$ cat src/rtl/nibble_serial_adder_ctrl.sv
// nibble_serial_adder_ctrl: wide adder built from one 4-bit slice reused over
// NIBBLES cycles, least-significant nibble first, with valid/ready on both sides.
// Optional macro NSADD_SUB_EN adds a 'sub' input that turns the add into a - b.
module nibble_serial_adder_ctrl #(
    parameter int NIBBLES = 4
) (
    input  logic                   clk,
    input  logic                   rst,
    input  logic                   in_valid,
    output logic                   in_ready,
    input  logic [4*NIBBLES-1:0]   a,
    input  logic [4*NIBBLES-1:0]   b,
    input  logic                   ci,
`ifdef NSADD_SUB_EN
    input  logic                   sub,
`endif
    output logic                   out_valid,
    input  logic                   out_ready,
    output logic [4*NIBBLES-1:0]   s,
    output logic                   co,
    output logic                   busy
);

    localparam int W  = 4 * NIBBLES;
    localparam int CW = (NIBBLES > 1) ? $clog2(NIBBLES) : 1;

    typedef enum logic [1:0] {IDLE, RUN, DONE} state_t;

    state_t          r_state;
    logic [W-1:0]    r_a;
    logic [W-1:0]    r_b;
    logic [W-1:0]    r_s;
    logic [CW-1:0]   r_count;
    logic            r_carry;
    logic            r_co;
    logic            r_out_valid;
    logic            w_last;
    logic [3:0]      w_a_nib;
    logic [3:0]      w_b_nib;
    logic [4:0]      w_slice;
    logic            w_init_carry;

`ifdef NSADD_SUB_EN
    logic            r_sub;
    // Subtract is a + ~b + 1: invert the B nibble, carry-in forced to 1.
    assign w_b_nib      = r_sub ? ~r_b[4*r_count +: 4] : r_b[4*r_count +: 4];
    assign w_init_carry = sub ? 1'b1 : ci;
`else
    assign w_b_nib      = r_b[4*r_count +: 4];
    assign w_init_carry = ci;
`endif

    // The single 4-bit slice; the carry between nibbles lives in r_carry.
    assign w_a_nib = r_a[4*r_count +: 4];
    assign w_slice = {1'b0, w_a_nib} + {1'b0, w_b_nib} + {4'b0, r_carry};
    assign w_last  = (r_count == CW'(NIBBLES - 1));

    assign in_ready  = (r_state == IDLE);
    assign busy      = (r_state != IDLE);
    assign out_valid = r_out_valid;
    assign s         = r_s;
    assign co        = r_co;

    // Sequencer: accept operands, walk the slice across nibbles, hold result.
    always_ff @(posedge clk) begin
        if (rst) begin
            r_state     <= IDLE;
            r_count     <= '0;
            r_carry     <= 1'b0;
            r_s         <= '0;
            r_co        <= 1'b0;
            r_out_valid <= 1'b0;
            r_a         <= '0;
            r_b         <= '0;
`ifdef NSADD_SUB_EN
            r_sub       <= 1'b0;
`endif
        end else begin
            case (r_state)
                IDLE: begin
                    if (in_valid) begin
                        r_a     <= a;
                        r_b     <= b;
                        r_carry <= w_init_carry;
                        r_count <= '0;
                        r_s     <= '0;
`ifdef NSADD_SUB_EN
                        r_sub   <= sub;
`endif
                        r_state <= RUN;
                    end
                end
                RUN: begin
                    r_s[4*r_count +: 4] <= w_slice[3:0];
                    r_carry             <= w_slice[4];
                    if (w_last) begin
                        r_count     <= '0;
                        r_co        <= w_slice[4];
                        r_out_valid <= 1'b1;
                        r_state     <= DONE;
                    end else begin
                        r_count <= r_count + 1'b1;
                    end
                end
                DONE: begin
                    if (out_ready) begin
                        r_out_valid <= 1'b0;
                        r_state     <= IDLE;
                    end
                end
                default: r_state <= IDLE;
            endcase
        end
    end

endmodule

$ cat config.mk
export PLATFORM = sky130hd
export DESIGN_NAME = nibble_serial_adder_ctrl
export DESIGN_NICKNAME = d
export VERILOG_FILES = /design/src/rtl/nibble_serial_adder_ctrl.sv
export SDC_FILE = /design/constraint.sdc
export NUM_CORES = 1
export LEC_CHECK = 0
export BUFFER_PORTS_ARGS = -buffer_cell sky130_fd_sc_hd__buf_2
export CORE_UTILIZATION = 30
export CTS_CLUSTER_DIAMETER = 100
export DETAILED_ROUTE_END_ITERATION = 8
export HOLD_SLACK_MARGIN = 0.05
export PLACE_DENSITY = 0.58
export SLEW_MARGIN = 30
export SYNTH_ARGS = -nofsm -noshare
export SYNTH_HDL_FRONTEND = slang
export SYNTH_SLANG_ARGS = --single-unit
export TNS_END_PERCENT = 5
$ cat constraint.sdc
create_clock -name clk -period 3.8 [get_ports clk]
set_input_delay 0.57 -clock clk [delete_from_list [all_inputs] [get_ports clk]]
set_output_delay 0.57 -clock clk [all_outputs]
set_load 0.005 [all_outputs]
# After elaboration in Yosys (flattened, before gate mapping)
# Cells that the tools add are included.
totals:
  ff_bits: 55
  latch_bits: 0
  ramBits: 0
  romBits: 0
  in_bits: 37
  output_inout_bits: 20
  wordCells: 46
  n_memories: 0
classes:
  addsub: 4
  mul: 0
  n_div: 0
  n_lt_le_gt_ge: 0
  eq_ne: 6
  shift: 4
  muxes: 15
  n_bitwise: 0
  reduce_logical: 9
ops:
  columns: ["operator", "n"]
  rows:
  - ["$neg A4 Y34", 1]
  - ["$shift A4 B34 Y16 const A", 1]
  - ["$shiftx A4 B34 Y16", 1]
  - ["$pmux W16 S2", 1]
  - ["$shiftx A16 B5 Y4", 2]
  - ["$bwmux W16", 1]
  - ["$mux W16", 1]
  - ["$mux W2", 5]
  - ["$ne A2 B2 Y1 const B", 3]
  - ["$pmux W2 S3", 1]
  - ["$reduce_and A2 Y1", 3]
  - ["$reduce_and A3 Y1", 2]
  - ["$reduce_bool A2 Y1", 3]
  - ["$add A4 B4 Y5", 1]
  - ["$add A5 B1 Y5", 1]
  - ["$eq A2 B2 Y1 const B", 2]
  - ["$pmux W1 S2", 2]
  - ["$pmux W2 S2", 1]
  - ["$mux W1", 3]
  - ["$add A2 B1 Y2 const B", 1]
  - ["$eq A2 B1 Y1 const B", 1]
  - ["$logic_not A2 Y1", 1]

# Depth between registers and ports, before layout
logic_depth:
  depth_word: 6
  depth_mapped: 8

# Worst setup path after synthesis
# Ideal clock, no wire load.
synth_path:
  kind: "register -> register"
  startpoint: "register r_count[0]"
  endpoint: "register r_carry"
  t_arrival_ns: 2.580
  path_slack_ns: 1.088
  path_stages_with_launch: 9
  synth_period_minus_slack_ns: 2.712
  cell_sequence: "dfxtp_1 buf_4 mux4_2 fa_1 fa_1 a21o_1 a21oi_1 nand2b_1 a31oi_1"
synth_via:
  elab_chain_len: 4
  elab_cells_between_ends: 5
  classes_between: "2 x add/sub; 2 x shift; 1 x mux"
synth_rtl:
  columns: ["element", "line_no", "rtl"]
  rows:
  - ["start, declared", "33", "logic [CW-1:0] r_count;"]
  - ["start signal, assigned", "102", "r_count <= r_count + 1'b1;"]
  - ["$shiftx A16 B5 Y4 (on tied branches)", "54, 49", null]
  - ["$add A4 B4 Y5 (*)", "55", "assign w_slice = {1'b0, w_a_nib} + {1'b0, w_b_nib} + {4'b0, r_carry};"]
  - ["$add A5 B1 Y5 (*)", "55", null]
  - ["$pmux W1 S2 (*)", "79", "case (r_state)"]
  - ["end signal, assigned", "84", "r_carry <= w_init_carry;"]
  - ["end signal, assigned", "95", "r_carry <= w_slice[4];"]
  - ["end, declared", "34", "logic r_carry;"]
# Mark *: on every way between the ends. The rest lies on a longest branch, timed or not.
# A chain may end at the register's enable or synchronous reset.

# Worst setup path after layout
# Ends and elaborated chain as after synthesis.

==> run metrics <==
EDFF count, synth 0; vias per cell 4.81; flops & latches, synth 55; final hold violations 0; # diodes 0; sw frac 24.8%; Startpoint Class register; CP Capture Point r_carry; CP dominant cell by count fa_1; GRT Resource Usage Total 13.4%; Syn Inst Count 269; Starting Density 31.2%; maximum VDD drop 0.000256 V; Tmin final 2630 ps; storage element area 1100 sq um; register area share after synthesis 45.4%; WP buf/inv 0; Reg-to-Reg End r_carry; Final Cycle Share 69.2%; Die X-Extent 91.9 um; Post-CTS Setup Bufs 0; Fmax 0.381 GHz; Layout Nets 362; Max-Cap Viols 0; Lkg Pwr 1.23 nW; Tot Pwr 0.00124 W; drc violations 0; power share of the clock group 36.7%; reg2reg start r_count[0]; TritonRoute pass-1 iters 5; Via Count 2017; number of antenna violations at the first check in global routing 0; vias in the first global route 1773; Crit path largest cell delay 560 ps; Required @ worst endpoint 3980 ps; Rows 32; delay-heaviest family, CP adder cells; status complete, no violations; syn_nets 315; Detailed Route Iter0 Violations 84; P_int 0.000936 W; post-synthesis instance area 2430 sq um; FF-to-FF path depth 7; root buf cell clkbuf_8; crit path cell chain mux4_2 > fa_1 > fa_1 > a21o_1 > a21oi_1 > nand2b_1 > a31oi_1; Logic pwr share 13.3%; Yosys Warn Count 0; Final TNS setup 0 ps; Reg clk slew, reported paths 100 ps; largest net degree at the start of global routing 56; Post-synth ARST share 0%; CP Class register to register; Worst setup EP type register; clock sinks 55; Seq pwr share 50.0%; Die Span Y 91.9 um; Routed WL 5520 um; Layout fillers 821; Inserted Clock Buffers 5; Crit. Startpoint r_count[0]; Core Area 7770 sq um; Slew HR 56.3%; Synth Area per Inst 9.02 sq um; TritonCTS clock tree built; area grow syn2layout 19.4%; cell depth of the worst setup path 7; htree depth 2; ys flop type dfxtp_1; I/O pin cnt 57; Worst Clk Skew 4.91 ps; final RePlAce weighted congestion 0.744; hold buffers post-CTS 0; CP Max Fanout 5; worst-skew pair later-pin latency 310 ps; Final ANT Viol Nets 0; DP HPWL 3910 um; slowest library cell on the worst path mux4_2; PortBufs 56; RSZ-0062 raised after global routing false; Pins Over Slew Limit 0; area of the multi-input gates 1230 sq um; detailed-route wire length per cell 13.2 um; CP arrival 2810 ps; worst hold path class register to register; final setup fails 0; Reg2Reg Setup Slack 1170 ps; Clock Path Buffers 2; Die ar. 8450 sq um; layout cell share with drive strength beyond 1 24.9%; synth unique cells 37; net switching power 0.000309 W; actual slew at the worst max-slew pin 654 ps; first-pass GRT wire length 9000 um; pwr/cell area 429 nW/um^2; CTS resizes 0; Overflow after GRT 0
-- cells in the mapped netlist (all sizes together), types with 2 or more instances --
cell / instances / area (sq um)
a22oi: 12 / 90.1
a21o: 6 / 45.0
nand2b: 4 / 32.5
dfxtp: 55 / 1100
nand3: 4 / 20.0
a32oi: 4 / 35.0
clkbuf: 6 / 22.5
ha: 7 / 87.6
mux4: 8 / 184
buf: 11 / 63.8
inv: 3 / 11.3
fa: 2 / 40.0
nor2: 18 / 70.1
nand2: 74 / 278
a21oi: 39 / 195
-- registers in the layout, indices dropped and copies added, names as in the netlist --
| name | count |
|---|---|
| s | 16 |
| r_a | 16 |
| r_carry | 1 |
| r_count | 2 |
| out_valid | 1 |
| co | 1 |
| r_state | 2 |
| r_b | 16 |
-- worst min path at each step --
stage                     depth (start not counted)  endpoint   start  slack [ps]
final                                             2    r_b[9]  r_b[9]         460
after global routing                              3   r_a[13]   a[13]         480
after CTS                                         2    r_b[9]  r_b[9]         460
after detailed placement                          2    r_b[9]  r_b[9]         440
after global placement                            2    r_b[9]  r_b[9]         450
after floorplan                                   2    r_b[7]  r_b[7]         430
-- power groups by stage --
stage | combinational, W | sequential [W] | clock, W
2_1_floorplan | 0.000123 | 0.000626 | 0
3_3_place_gp | 0.000166 | 0.000636 | 0
3_5_place_dp | 0.000168 | 0.000636 | 0
4_1_cts | 0.000169 | 0.000623 | 0.000467
5_1_grt | 0.000186 | 0.000626 | 0.000493
6_report | 0.000166 | 0.000622 | 0.000457
-- stage by stage --
| stage | std cells | hold slack (ps) | worst slack (ps) | util, % | instance area, sq um |
|---|---|---|---|---|---|
| after floorplan | 269 | 432 | 1090 | - | 2430 |
| after global placement | 411 | 446 | 1230 | 35.5 | 2760 |
| after detailed placement | 411 | 443 | 1170 | 35.5 | 2760 |
| after CTS | 419 | 457 | 1130 | 37.3 | 2900 |
| after global routing | 419 | 481 | 998 | 37.3 | 2900 |
| final | 419 | 457 | 1170 | 37.3 | 2900 |
-- tightest hold or removal path: cells and delay by family, from the launching register on --
family,cells,cell delay [ps]
flip-flops,1,320
AND/OR/NAND/NOR,1,50
AO/OA/AOI/OAI,1,50
-- cell usage in the layout (no fill, tap or decap), types with 2 or more instances in the layout --
cell and n:
nand2_1 73, dfxtp_1 55, buf_2 55, a21oi_1 39, nor2_1 17, a22oi_1 12, mux4_2 7, ha_1 7
a21o_1 6, clkbuf_8 5, nand3_1 4, a32oi_1 4, inv_1 3, nand2b_1 3, fa_1 2, bufinv_16 2
buf_4 2
-- layout make-up --
cell class,count,area share [%]
Inverter,3,0.389
Clock buffer,5,2.37
Clock inverter,3,2.33
Tap cell,102,4.40
Sequential cell,55,38.0
Multi-Input combinational cell,194,42.5
Timing Repair Buffer,57,10.0
-- logic make-up (layout without fill, tap and decap cells) --
family | Yosys count | count (layout) | synth area share [%]
buf+inv | 20 | 68 | 4.02
simple gates | 111 | 111 | 21.1
mux | 8 | 8 | 7.58
flops | 55 | 55 | 45.4
fa+ha+maj | 9 | 9 | 5.26
xor+xnor | 1 | 1 | 0.361
compound gates | 65 | 65 | 16.2
-- layer usage --
metal  routed length [um]  share of wire (%)  track usage, %
met1                 2620                 48            18.9
met2                 2600                 47            20.9
met3                  256                4.6            2.74
met4                   39               0.71            3.52
met5                    0                  0               0
Note: power is estimated with default switching activity, not from simulation.
